<file path="config.mk">
export PLATFORM = sky130hd
export DESIGN_NAME = alu_cmd_sequencer
export DESIGN_NICKNAME = d
export VERILOG_FILES = /design/src/rtl/alu_cmd_sequencer.sv
export SDC_FILE = /design/constraint.sdc
export NUM_CORES = 1
export LEC_CHECK = 0
export CAP_MARGIN = 5
export CORE_MARGIN = 10
export CORE_UTILIZATION = 30
export CTS_BUF_LIST = sky130_fd_sc_hd__clkbuf_4 sky130_fd_sc_hd__clkbuf_8
export CTS_CLUSTER_DIAMETER = 150
export DETAILED_ROUTE_END_ITERATION = 6
export GPL_TIMING_DRIVEN = 0
export SLEW_MARGIN = 20
export SYNTH_ARGS = -nofsm -noshare
export SYNTH_HDL_FRONTEND = slang
export SYNTH_SLANG_ARGS = --single-unit
</file>
<file path="constraint.sdc">
create_clock -name clk -period 4.35 [get_ports clk]
set_input_delay 0.87 -clock clk [delete_from_list [all_inputs] [get_ports clk]]
set_output_delay 0.87 -clock clk [all_outputs]
set_load 0.02 [all_outputs]
</file>
<file path="src/rtl/alu_cmd_sequencer.sv">
// Flow-controlled issuer for a combinational ALU: command FIFO, settle timer, held result register.
// Optional build macro ALU_SEQ_STATS_EN adds op_count/zero_count capture counters.
module alu_cmd_sequencer #(
  parameter int WIDTH         = 32,
  parameter int DEPTH         = 4,
  parameter int SETTLE_CYCLES = 1
) (
  input  logic             clk,
  input  logic             rst_n,
  input  logic             cmd_valid,
  output logic             cmd_ready,
  input  logic [WIDTH-1:0] cmd_a,
  input  logic [WIDTH-1:0] cmd_b,
  input  logic [3:0]       cmd_sel,
  output logic [WIDTH-1:0] alu_a,
  output logic [WIDTH-1:0] alu_b,
  output logic [3:0]       alu_sel,
  input  logic [WIDTH-1:0] alu_out,
  input  logic             alu_cout,
  input  logic             alu_z,
  output logic             res_valid,
  input  logic             res_ready,
  output logic [WIDTH-1:0] res_data,
  output logic             res_cout,
  output logic             res_z,
  output logic             busy
`ifdef ALU_SEQ_STATS_EN
  ,
  output logic [15:0]      op_count,
  output logic [15:0]      zero_count
`endif
);

  // state  | meaning
  // IDLE   | waiting for a queued command; ALU inputs hold last values
  // SETTLE | ALU inputs driven, counting down until alu_out is trusted
  // HOLD   | result captured, waiting for res_ready
  localparam logic [1:0] S_IDLE   = 2'd0;
  localparam logic [1:0] S_SETTLE = 2'd1;
  localparam logic [1:0] S_HOLD   = 2'd2;

  localparam int PW = $clog2(DEPTH);
  localparam int CW = (SETTLE_CYCLES > 1) ? $clog2(SETTLE_CYCLES) : 1;
  localparam int EW = 2 * WIDTH + 4;

  logic [EW-1:0]    mem_q [DEPTH];
  logic [PW-1:0]    wr_ptr_q, rd_ptr_q;
  logic [PW:0]      count_q;
  logic             push, pop, empty, full, capture;
  logic [EW-1:0]    head;

  logic [1:0]       state_q, state_d;
  logic [CW-1:0]    cnt_q, cnt_d;
  logic [WIDTH-1:0] alu_a_q, alu_a_d, alu_b_q, alu_b_d;
  logic [3:0]       alu_sel_q, alu_sel_d;
  logic             res_valid_q, res_valid_d;
  logic [WIDTH-1:0] res_data_q, res_data_d;
  logic             res_cout_q, res_cout_d, res_z_q, res_z_d;

  assign empty     = (count_q == '0);
  assign full      = (count_q == (PW+1)'(DEPTH));
  assign cmd_ready = !full;
  assign push      = cmd_valid && cmd_ready;
  assign pop       = (state_q == S_IDLE) && !empty;
  assign capture   = (state_q == S_SETTLE) && (cnt_q == '0);
  assign head      = mem_q[rd_ptr_q];

  always_ff @(posedge clk) begin
    if (push) mem_q[wr_ptr_q] <= {cmd_sel, cmd_b, cmd_a};
  end

  // DEPTH is a power of two, so pointer overflow is the modulo wrap.
  always_ff @(posedge clk or negedge rst_n) begin
    if (!rst_n) begin
      wr_ptr_q <= '0;
      rd_ptr_q <= '0;
      count_q  <= '0;
    end else begin
      if (push) wr_ptr_q <= wr_ptr_q + PW'(1);
      if (pop)  rd_ptr_q <= rd_ptr_q + PW'(1);
      case ({push, pop})
        2'b10:   count_q <= count_q + (PW+1)'(1);
        2'b01:   count_q <= count_q - (PW+1)'(1);
        default: count_q <= count_q;
      endcase
    end
  end

  always_comb begin
    state_d     = state_q;
    cnt_d       = cnt_q;
    alu_a_d     = alu_a_q;
    alu_b_d     = alu_b_q;
    alu_sel_d   = alu_sel_q;
    res_valid_d = res_valid_q;
    res_data_d  = res_data_q;
    res_cout_d  = res_cout_q;
    res_z_d     = res_z_q;
    case (state_q)
      S_IDLE: begin
        if (!empty) begin
          {alu_sel_d, alu_b_d, alu_a_d} = head;
          cnt_d   = CW'(SETTLE_CYCLES - 1);
          state_d = S_SETTLE;
        end
      end
      S_SETTLE: begin
        if (capture) begin
          res_data_d  = alu_out;
          res_cout_d  = alu_cout;
          res_z_d     = alu_z;
          res_valid_d = 1'b1;
          state_d     = S_HOLD;
        end else begin
          cnt_d = cnt_q - CW'(1);
        end
      end
      S_HOLD: begin
        if (res_ready) begin
          res_valid_d = 1'b0;
          state_d     = S_IDLE;
        end
      end
      default: state_d = S_IDLE;
    endcase
  end

  always_ff @(posedge clk or negedge rst_n) begin
    if (!rst_n) begin
      state_q     <= S_IDLE;
      cnt_q       <= '0;
      alu_a_q     <= '0;
      alu_b_q     <= '0;
      alu_sel_q   <= '0;
      res_valid_q <= 1'b0;
      res_data_q  <= '0;
      res_cout_q  <= 1'b0;
      res_z_q     <= 1'b0;
    end else begin
      state_q     <= state_d;
      cnt_q       <= cnt_d;
      alu_a_q     <= alu_a_d;
      alu_b_q     <= alu_b_d;
      alu_sel_q   <= alu_sel_d;
      res_valid_q <= res_valid_d;
      res_data_q  <= res_data_d;
      res_cout_q  <= res_cout_d;
      res_z_q     <= res_z_d;
    end
  end

  assign alu_a     = alu_a_q;
  assign alu_b     = alu_b_q;
  assign alu_sel   = alu_sel_q;
  assign res_valid = res_valid_q;
  assign res_data  = res_data_q;
  assign res_cout  = res_cout_q;
  assign res_z     = res_z_q;
  assign busy      = (state_q != S_IDLE) || !empty;

`ifdef ALU_SEQ_STATS_EN
  logic [15:0] op_cnt_q, zero_cnt_q;

  always_ff @(posedge clk or negedge rst_n) begin
    if (!rst_n) begin
      op_cnt_q   <= '0;
      zero_cnt_q <= '0;
    end else if (capture) begin
      op_cnt_q <= op_cnt_q + 16'd1;
      if (alu_z) zero_cnt_q <= zero_cnt_q + 16'd1;
    end
  end

  assign op_count   = op_cnt_q;
  assign zero_count = zero_cnt_q;
`endif

endmodule

</file>
==> results of run 1 <==
-- cell families (layout without fill, tap and decap cells) --
group | count (synthesis) | after routing | synth area share (%)
and+or+nand+nor | 17 | 17 | 0.756
adders and majority gates | 6 | 6 | 0.580
xor gates and xnor gates | 6 | 6 | 0.369
AOI/OAI and AO/OA | 5 | 5 | 0.211
buffers and inverters | 36 | 372 | 1.87
DFF | 385 | 385 | 77.2
muxes | 172 | 172 | 19.0
-- per-stage QoR --
step	std cells	hold WS [ps]	TNS [ps]
2_1_floorplan	627	469	0
3_3_place_gp	1444	486	-586430
3_5_place_dp	1449	492	0
4_1_cts	1570	106	0
5_1_grt	1570	125	0
6_report	1570	156	0
-- where the power goes --
| group | internal, W | switching (W) | total [W] | leakage, nW |
|---|---|---|---|---|
| sequential | 0.00508 | 0.000412 | 0.00549 | 3.81 |
| combinational | 0.00265 | 0.00244 | 0.00509 | 2.03 |
| clock | 0.00191 | 0.00145 | 0.00336 | 0.724 |
-- registers in the layout (all words and copies together), names as in the netlist --
name and cells:
wr_ptr_q 2, count_q 3, rd_ptr_q 2, cnt_q 1, alu_sel 4, alu_b 32
res_z 1, mem_q 272, res_data 32, alu_a 32, res_valid 1, res_cout 1
state_q 2
-- worst max path at each step --
| stage | depth (start not counted) | endpoint | start |
|---|---|---|---|
| floorplan | 1 | mem_q[0][0] | cmd_valid |
| global placement | 1 | alu_b[2] | rst_n |
| detailed placement | 3 | mem_q[2][62] | cmd_valid |
| CTS | 2 | cmd_ready | count_q[0] |
| global route | 2 | cmd_ready | count_q[0] |
| finish | 2 | cmd_ready | count_q[0] |
-- cells in the final DEF, fill, tap and decap left out, drive strengths merged, types with 10 or more instances in the layout --
cell type and count:
edfxtp 272, clkinv 10, mux2 103, clkbuf 110, inv 11, buf 28
mux4 68, clkdlybuf4s50 209, dfrtp 113
-- area by class of cell --
class | instances | area (um^2) | share of cell area [%]
sequential | 385 | 11000 | 59.0
multi-input combinational | 206 | 2990 | 16.1
timing repair buffer | 215 | 2240 | 12.0
clock buffer | 105 | 1260 | 6.78
tap | 607 | 759 | 4.08
buffer | 27 | 233 | 1.25
clock inverter | 16 | 110 | 0.591
inverter | 9 | 33.8 | 0.181
-- layer usage --
layer / routed length (um) / part of all wire (%) / up-vias
li1: - / - / 3100
met4: 889 / 2.7 / 0
met3: 2100 / 6.4 / 73
met5: 0 / 0 / -
met1: 14200 / 43 / 3652
met2: 15600 / 48 / 214
-- cell usage after synthesis --
library cell / count
nor2_1: 2
a21oi_1: 1
xor2_1: 2
mux4_2: 68
nand3_1: 1
nand2_4: 1
edfxtp_1: 272
a21o_1: 1
xnor2_1: 4
nor3b_1: 1
buf_2: 3
o21ai_0: 2
a211oi_1: 1
or3b_4: 1
ha_1: 5
buf_4: 4
nand2b_1: 1
and2_1: 1
fa_1: 1
buf_6: 15
mux2i_1: 1
dfrtp_1: 113
mux2_1: 1
inv_1: 9
clkbuf_1: 5
nor3_1: 1
and3_1: 5
nor2_2: 1
mux2_2: 102
or3_1: 1
nand2_1: 1
==> impl.org, run 1 <==
** Outcome
- The run finished with clean final reports.

** Placed design
- The congestion estimate from routability-driven global placement came to 0.659.
- PortBufs :: 210
- At the placement stage, the worst setup path has a slack of 1540 ps.
- DP HPWL :: 20.3 mm
- In this run the cell area measured after placement is 17300 um^2.

** Clocking
- Count of hold-fix buffers inserted at cts :: 0
- The clock drives 385 sinks.
- PostCTS Resize Cnt :: 0
- Total setup buffers inserted after CTS :: 0
- Clock tree buffer depth :: 3
- CTS tree :: built
- Total clock buffers created by CTS :: 68
- Clock-pin slew was measured on the worst setup and hold paths at 60 ps.
- Deepest level of the CTS H-tree :: 3
- In this run the clock root is driven by a clkbuf_8.
- Clk Latency, worst-skew pair :: 630 ps

** STA
- Max_slew headroom :: 45.7%
- At the pin with the least slew margin, the transition time is 815 ps.
- Between clock sinks in the finished design, the worst skew comes to 28.0 ps.
- Setup violations remaining at the end of the flow were counted as 0.
- Portion of the clock cycle consumed by the worst path in the final layout :: 66.9%
- After layout, the worst setup slack is 1440 ps.
- The hold violation count in the final report is 0.
- Setup repair after global routing missed its margin :: no
- The clock period could shrink to 2910 ps.
- The number of pins exceeding their max-slew limit in the final report came to 0.
- Fmax achieved :: 343 MHz

** Yosys
- Distinct cells, synth :: 31
- During synthesis, Yosys emitted a total of 0 warnings.
- Of all cell types, the one taking the most synthesized area is edfxtp_1.
- Cell Area, Synth :: 14200 um^2
- After synthesis, flip-flops and latches occupy 77.2% of the total area.
- The cell count after synthesis came out at 627.
- Top cell type's share of synthesized area :: 57.4%
- Synthesized net count :: 739
- A synthesized cell averages 22.7 um^2.
- Yosys reg bits :: 385
- Largest cells by area after synthesis :: edfxtp_1 57%, dfrtp_1 20%, mux4_2 11%

** Worst setup path
- Maximum fanout along the worst path :: 6
- The endpoint identified for the worst register-to-register timing path is count_q[2].
- Highest-delay cell along the critical path :: clkdlybuf4s50_1
- Crit Path Class :: reg2out
- Reg2Reg Launch Point :: count_q[0]
- The critical path goes through or3b_4, clkdlybuf4s50_1.
- Kind of end point of the critical path :: primary output
- Worst path top cell family by delay :: buffers and inverters
- Data arrival time of the worst path :: 2040 ps
- Flop2flop setup slack :: 2080 ps
- Counting cells, the worst reg-to-reg path comes to 10.
- Together, buffers and inverters on the worst path number 1.
- STA classifies the critical path startpoint as a flip-flop.
- Largest incremental delay on the critical path :: 580 ps
- Required time at the endpoint of the critical path :: 3480 ps

** Route
- For this block, the initial DRC count from the detailed router was 309.
- Via count :: 7039
- In the final routed layout, each cell accounts on average for 20.9 um.
- The first TritonRoute pass finished after 4 iterations.
- Dividing the detail-routed via count by the number of cells gives 4.48.
- Antenna viol nets, final :: 0
- For this run, design rule violations remaining after detail routing come to 0.
- For this block, the routed nets add up to 32.8 mm of wire.

** GRT
- For this run, global-route usage on met3 was measured as 4.03%.
- Maximum number of pins on one net before global-route repair :: 73
- The initial antenna violation count came to 1.
- The number of global-route vias before repair came to 8000.
- Global-route wire length before repair :: 49.5 mm
- For this run, global-route usage on met1 was measured as 14.3%.
- The layer flagged by global routing as most heavily used is met2.
- Remaining global-route overflow :: 0
- Global routing used 11.7% of the available tracks across all layers.
- Met2 GRT Util :: 18.7%

** Finish
- Of the cells placed in the final design, the portion with a size suffix greater than 1 is 33.0%.
- Fill cells in the final layout number 4257.
- With fillers left out, the area of the finished cells amounts to 18600 um^2.
- The area growth from synthesis to layout is 30.9%.
- Post-layout nets :: 1024
- Once layout is complete, the utilization of the core stands at 39.9%.
- The number of antenna diodes in the final layout is 0.

** Die
- In this run the core area contains 79 standard-cell rows.
- Total I/O pin count :: 211
- Die X-Extent :: 238 um
- Initial cell density of the core :: 30.4%
- The die covers 56600 um^2.
- In this run the standard cell core region covers 46800 um^2.
- Measured along the y axis, the die boundary spans 238 um.

** Power
- For this design the static power due to leakage is 6.56 nW.
- Maximum ir drop on the vdd rail :: 356 uV
- Overall power consumption after layout is estimated at 0.0139 W.
- Power Density :: 748 nW/um^2

** Worst hold path
- In this run the worst hold path is classified as in2async.

** Job
- The tool flagged a number of max-cap violations equal to 0.
(Power assumes the default switching activity.)
==> run 2, diff against run 1 <==
==> constraint.sdc (replaced) <==
create_clock -name clk -period 2.91 [get_ports clk]
set_input_delay 0.582 -clock clk [delete_from_list [all_inputs] [get_ports clk]]
set_output_delay 0.582 -clock clk [all_outputs]
set_load 0.02 [all_outputs]
==> impl.org, run 2 (same netlist as run 1, synthesis figures left out) <==
** Route
- Before antenna repair, the detailed router went through 4 iterations.
- For this run, design rule violations remaining after detail routing come to 0.
- Total routed wirelength :: 32.8 mm
- Starting DRT DRC Count :: 322
- The routed layout has 7045 vias.
- Via density per instance :: 4.48
- Antenna viol nets, final :: 0
- Dividing the detail-routed wire length by the instance count gives 20.9 um.

** Die
- Full die area :: 56600 um^2
- Row count :: 79
- Once the floorplan was initialized, standard cells occupied 30.4% of the core.
- From bottom edge to top edge, the die measures 238 um.
- The die is 238 um wide.
- 211 I/O pins were placed.
- The core region is 46800 um^2.

** Power
- Power Density :: 1120 nW/um^2
- Maximum ir drop on the vdd rail :: 532 uV
- Static Leak :: 6.57 nW
- The design draws 0.0208 W.

** Finish
- 0 antenna diodes ended up in the layout.
- The post-route netlist has 33.0% of its cells at a drive strength greater than 1.
- The register with the most flip-flops in the layout has 272 of them.
- Most common cell after layout, fill and taps aside :: edfxtp_1
- Relative to the synthesized area, the layout overhead comes to 31.0%.
- Top register by number of flip-flops :: mem_q
- The net count of the finished layout is 1025.
- After filler insertion, the fill cell instance count of the layout stands at 4256.
- Core occupancy in the finished layout :: 39.9%
- Most frequent cells in the layout :: 272 x edfxtp_1, 209 x clkdlybuf4s50_1, 113 x dfrtp_1, 102 x mux2_2, 76 x clkbuf_8

** Job
- Across the run, the number of max-cap violations was 0.

** Worst setup path
- Critical Path Start Type :: flip-flop
- For the worst setup path, the data arrival time is 2030 ps.
- The worst setup path is captured at a primary output.
- By startpoint and endpoint, the worst setup path is classified as reg2out.
- Of all nets on the critical path, the largest fanout is 6.
- Required time at the endpoint of the critical path :: 2330 ps
- Count of buffering cells on the critical path with inverters included :: 1
- The cell family contributing the most delay on the critical path is buffers and inverters.
- Largest incremental delay on the critical path :: 570 ps
- Across all register-to-register paths, the minimum setup slack is 640 ps.
- The slowest stage of the critical path belongs to the cell clkdlybuf4s50_1.
- Cells traversed along the worst timing path :: or3b_4, clkdlybuf4s50_1

** STA
- Timing would allow up to 383 MHz.
- Measured against its own limit, the worst slew margin works out to 46.6%.
- Across the routed clock network, the largest skew measured is 24.9 ps.
- The clock period could shrink to 2610 ps.
- Of the available clock period, the critical path in the final layout requires 89.8%.
- Worst Max-Slew Pin Slew :: 801 ps
- Finish-stage setup viols :: 0
- The number of pins exceeding their max-slew limit in the final report is 0.
- Setup repair after global routing left no endpoint under its margin.
- Final number of hold-violating endpoints :: 0

** GRT
- Across every metal layer, demand over resource in global routing totals 11.7%.
- The number of global-route vias before repair came to 8003.
- Entering global routing, the biggest net connects 73 pins.
- Number of antenna violations at the first check in global routing :: 1
- Global-route wire length before repair :: 49.5 mm
- Remaining global-route overflow :: 0

** Placed design
- Weighted congestion reported at the end of routability-driven placement :: 0.659
- The count of buffers added on input and output ports is 210.
- DP HPWL :: 20.3 mm

** Clocking
- The H-tree generated during clock tree synthesis spans 3 levels.
- The longest clock path from root to sink contains 3 buffers.
- Clock-pin slew reported for the worst setup and hold paths after clock tree synthesis :: 60 ps
- Total setup buffers inserted after CTS :: 0
- The root buffer cell chosen for the clock tree is clkbuf_8.
- CTS sink cnt :: 385
- Clk Latency, worst-skew pair :: 630 ps
- The number of clock buffers added by TritonCTS is 68.
- CTS tree :: built

** Outcome
- The flow ran to the end, and the final reports show no timing, DRC or antenna violations.

** Worst hold path
- Worst min-delay path class :: in2async
-- run 2: changes by cell type in the layout (fill, tap and decap cells not counted) --
cell / previous run / this run
dlygate4sd3_1: 0 / 1
-- run 2: worst register-to-register path, stage by stage (launching register included) --
cell,delay (ps)
dfrtp_1,430
or3_1,430
nand2_4,230
buf_6,220
inv_1,60
ha_1,200
inv_1,70
fa_1,170
xor2_1,150
nor2_1,70
xor2_1,140
-- run 2: per-stage QoR --
stage / instances / setup slack (ps) / hold slack [ps] / setup TNS (ps) / instance area, um^2
after global routing: 1571 / 180 / 448 / 0 / 18600
after detailed placement: 1449 / 388 / 492 / 0 / 17300
after global placement: 1444 / -4310 / 486 / -1029950 / 17100
after floorplan: 627 / 134 / 286 / 0 / 14200
final: 1571 / 296 / 469 / 0 / 18600
after CTS: 1571 / 196 / 426 / 0 / 18600
-- run 2: final timing paths --
path | start | end | depth (start not counted)
max | count_q[0] | cmd_ready | 2
min | rst_n | alu_a[10] | 2
max reg2reg | count_q[0] | count_q[2] | 10
min reg2reg | count_q[2] | count_q[2] | 1
max in group asynchronous | rst_n | rd_ptr_q[0] | 3
min in group clk | count_q[2] | count_q[2] | 1
-- run 2: what timing repair did --
action,CTS,global route
gates resized for setup,0,0
hold buffers,1,0
endpoints found under the setup margin,0,0
endpoints found under the hold margin,41,0
-- run 2: cell type report --
class | instances | area, um^2 | share of cell area (%)
inverter | 9 | 33.8 | 0.181
multi-input combinational | 206 | 2990 | 16.1
tap | 607 | 759 | 4.07
clock inverter | 16 | 110 | 0.591
buffer | 27 | 233 | 1.25
sequential | 385 | 11000 | 59.0
timing repair buffer | 216 | 2250 | 12.1
clock buffer | 105 | 1260 | 6.78
-- run 2: power by group --
part | internal, W | switching [W] | total (W)
clock network | 0.00285 | 0.00217 | 0.00502
logic | 0.00396 | 0.00365 | 0.00761
registers | 0.00759 | 0.000616 | 0.00821
-- run 2: routing by layer --
| metal | wire length, um | vias up | part of all wire, % | track usage (%) |
|---|---|---|---|---|
| met1 | 14100 | 3654 | 43 | 14.3 |
| met4 | 900 | 0 | 2.7 | 4.56 |
| met3 | 2120 | 72 | 6.5 | 4.05 |
| met2 | 15600 | 219 | 48 | 18.7 |
| li1 | - | 3100 | - | - |
| met5 | 0 | - | 0 | 0 |
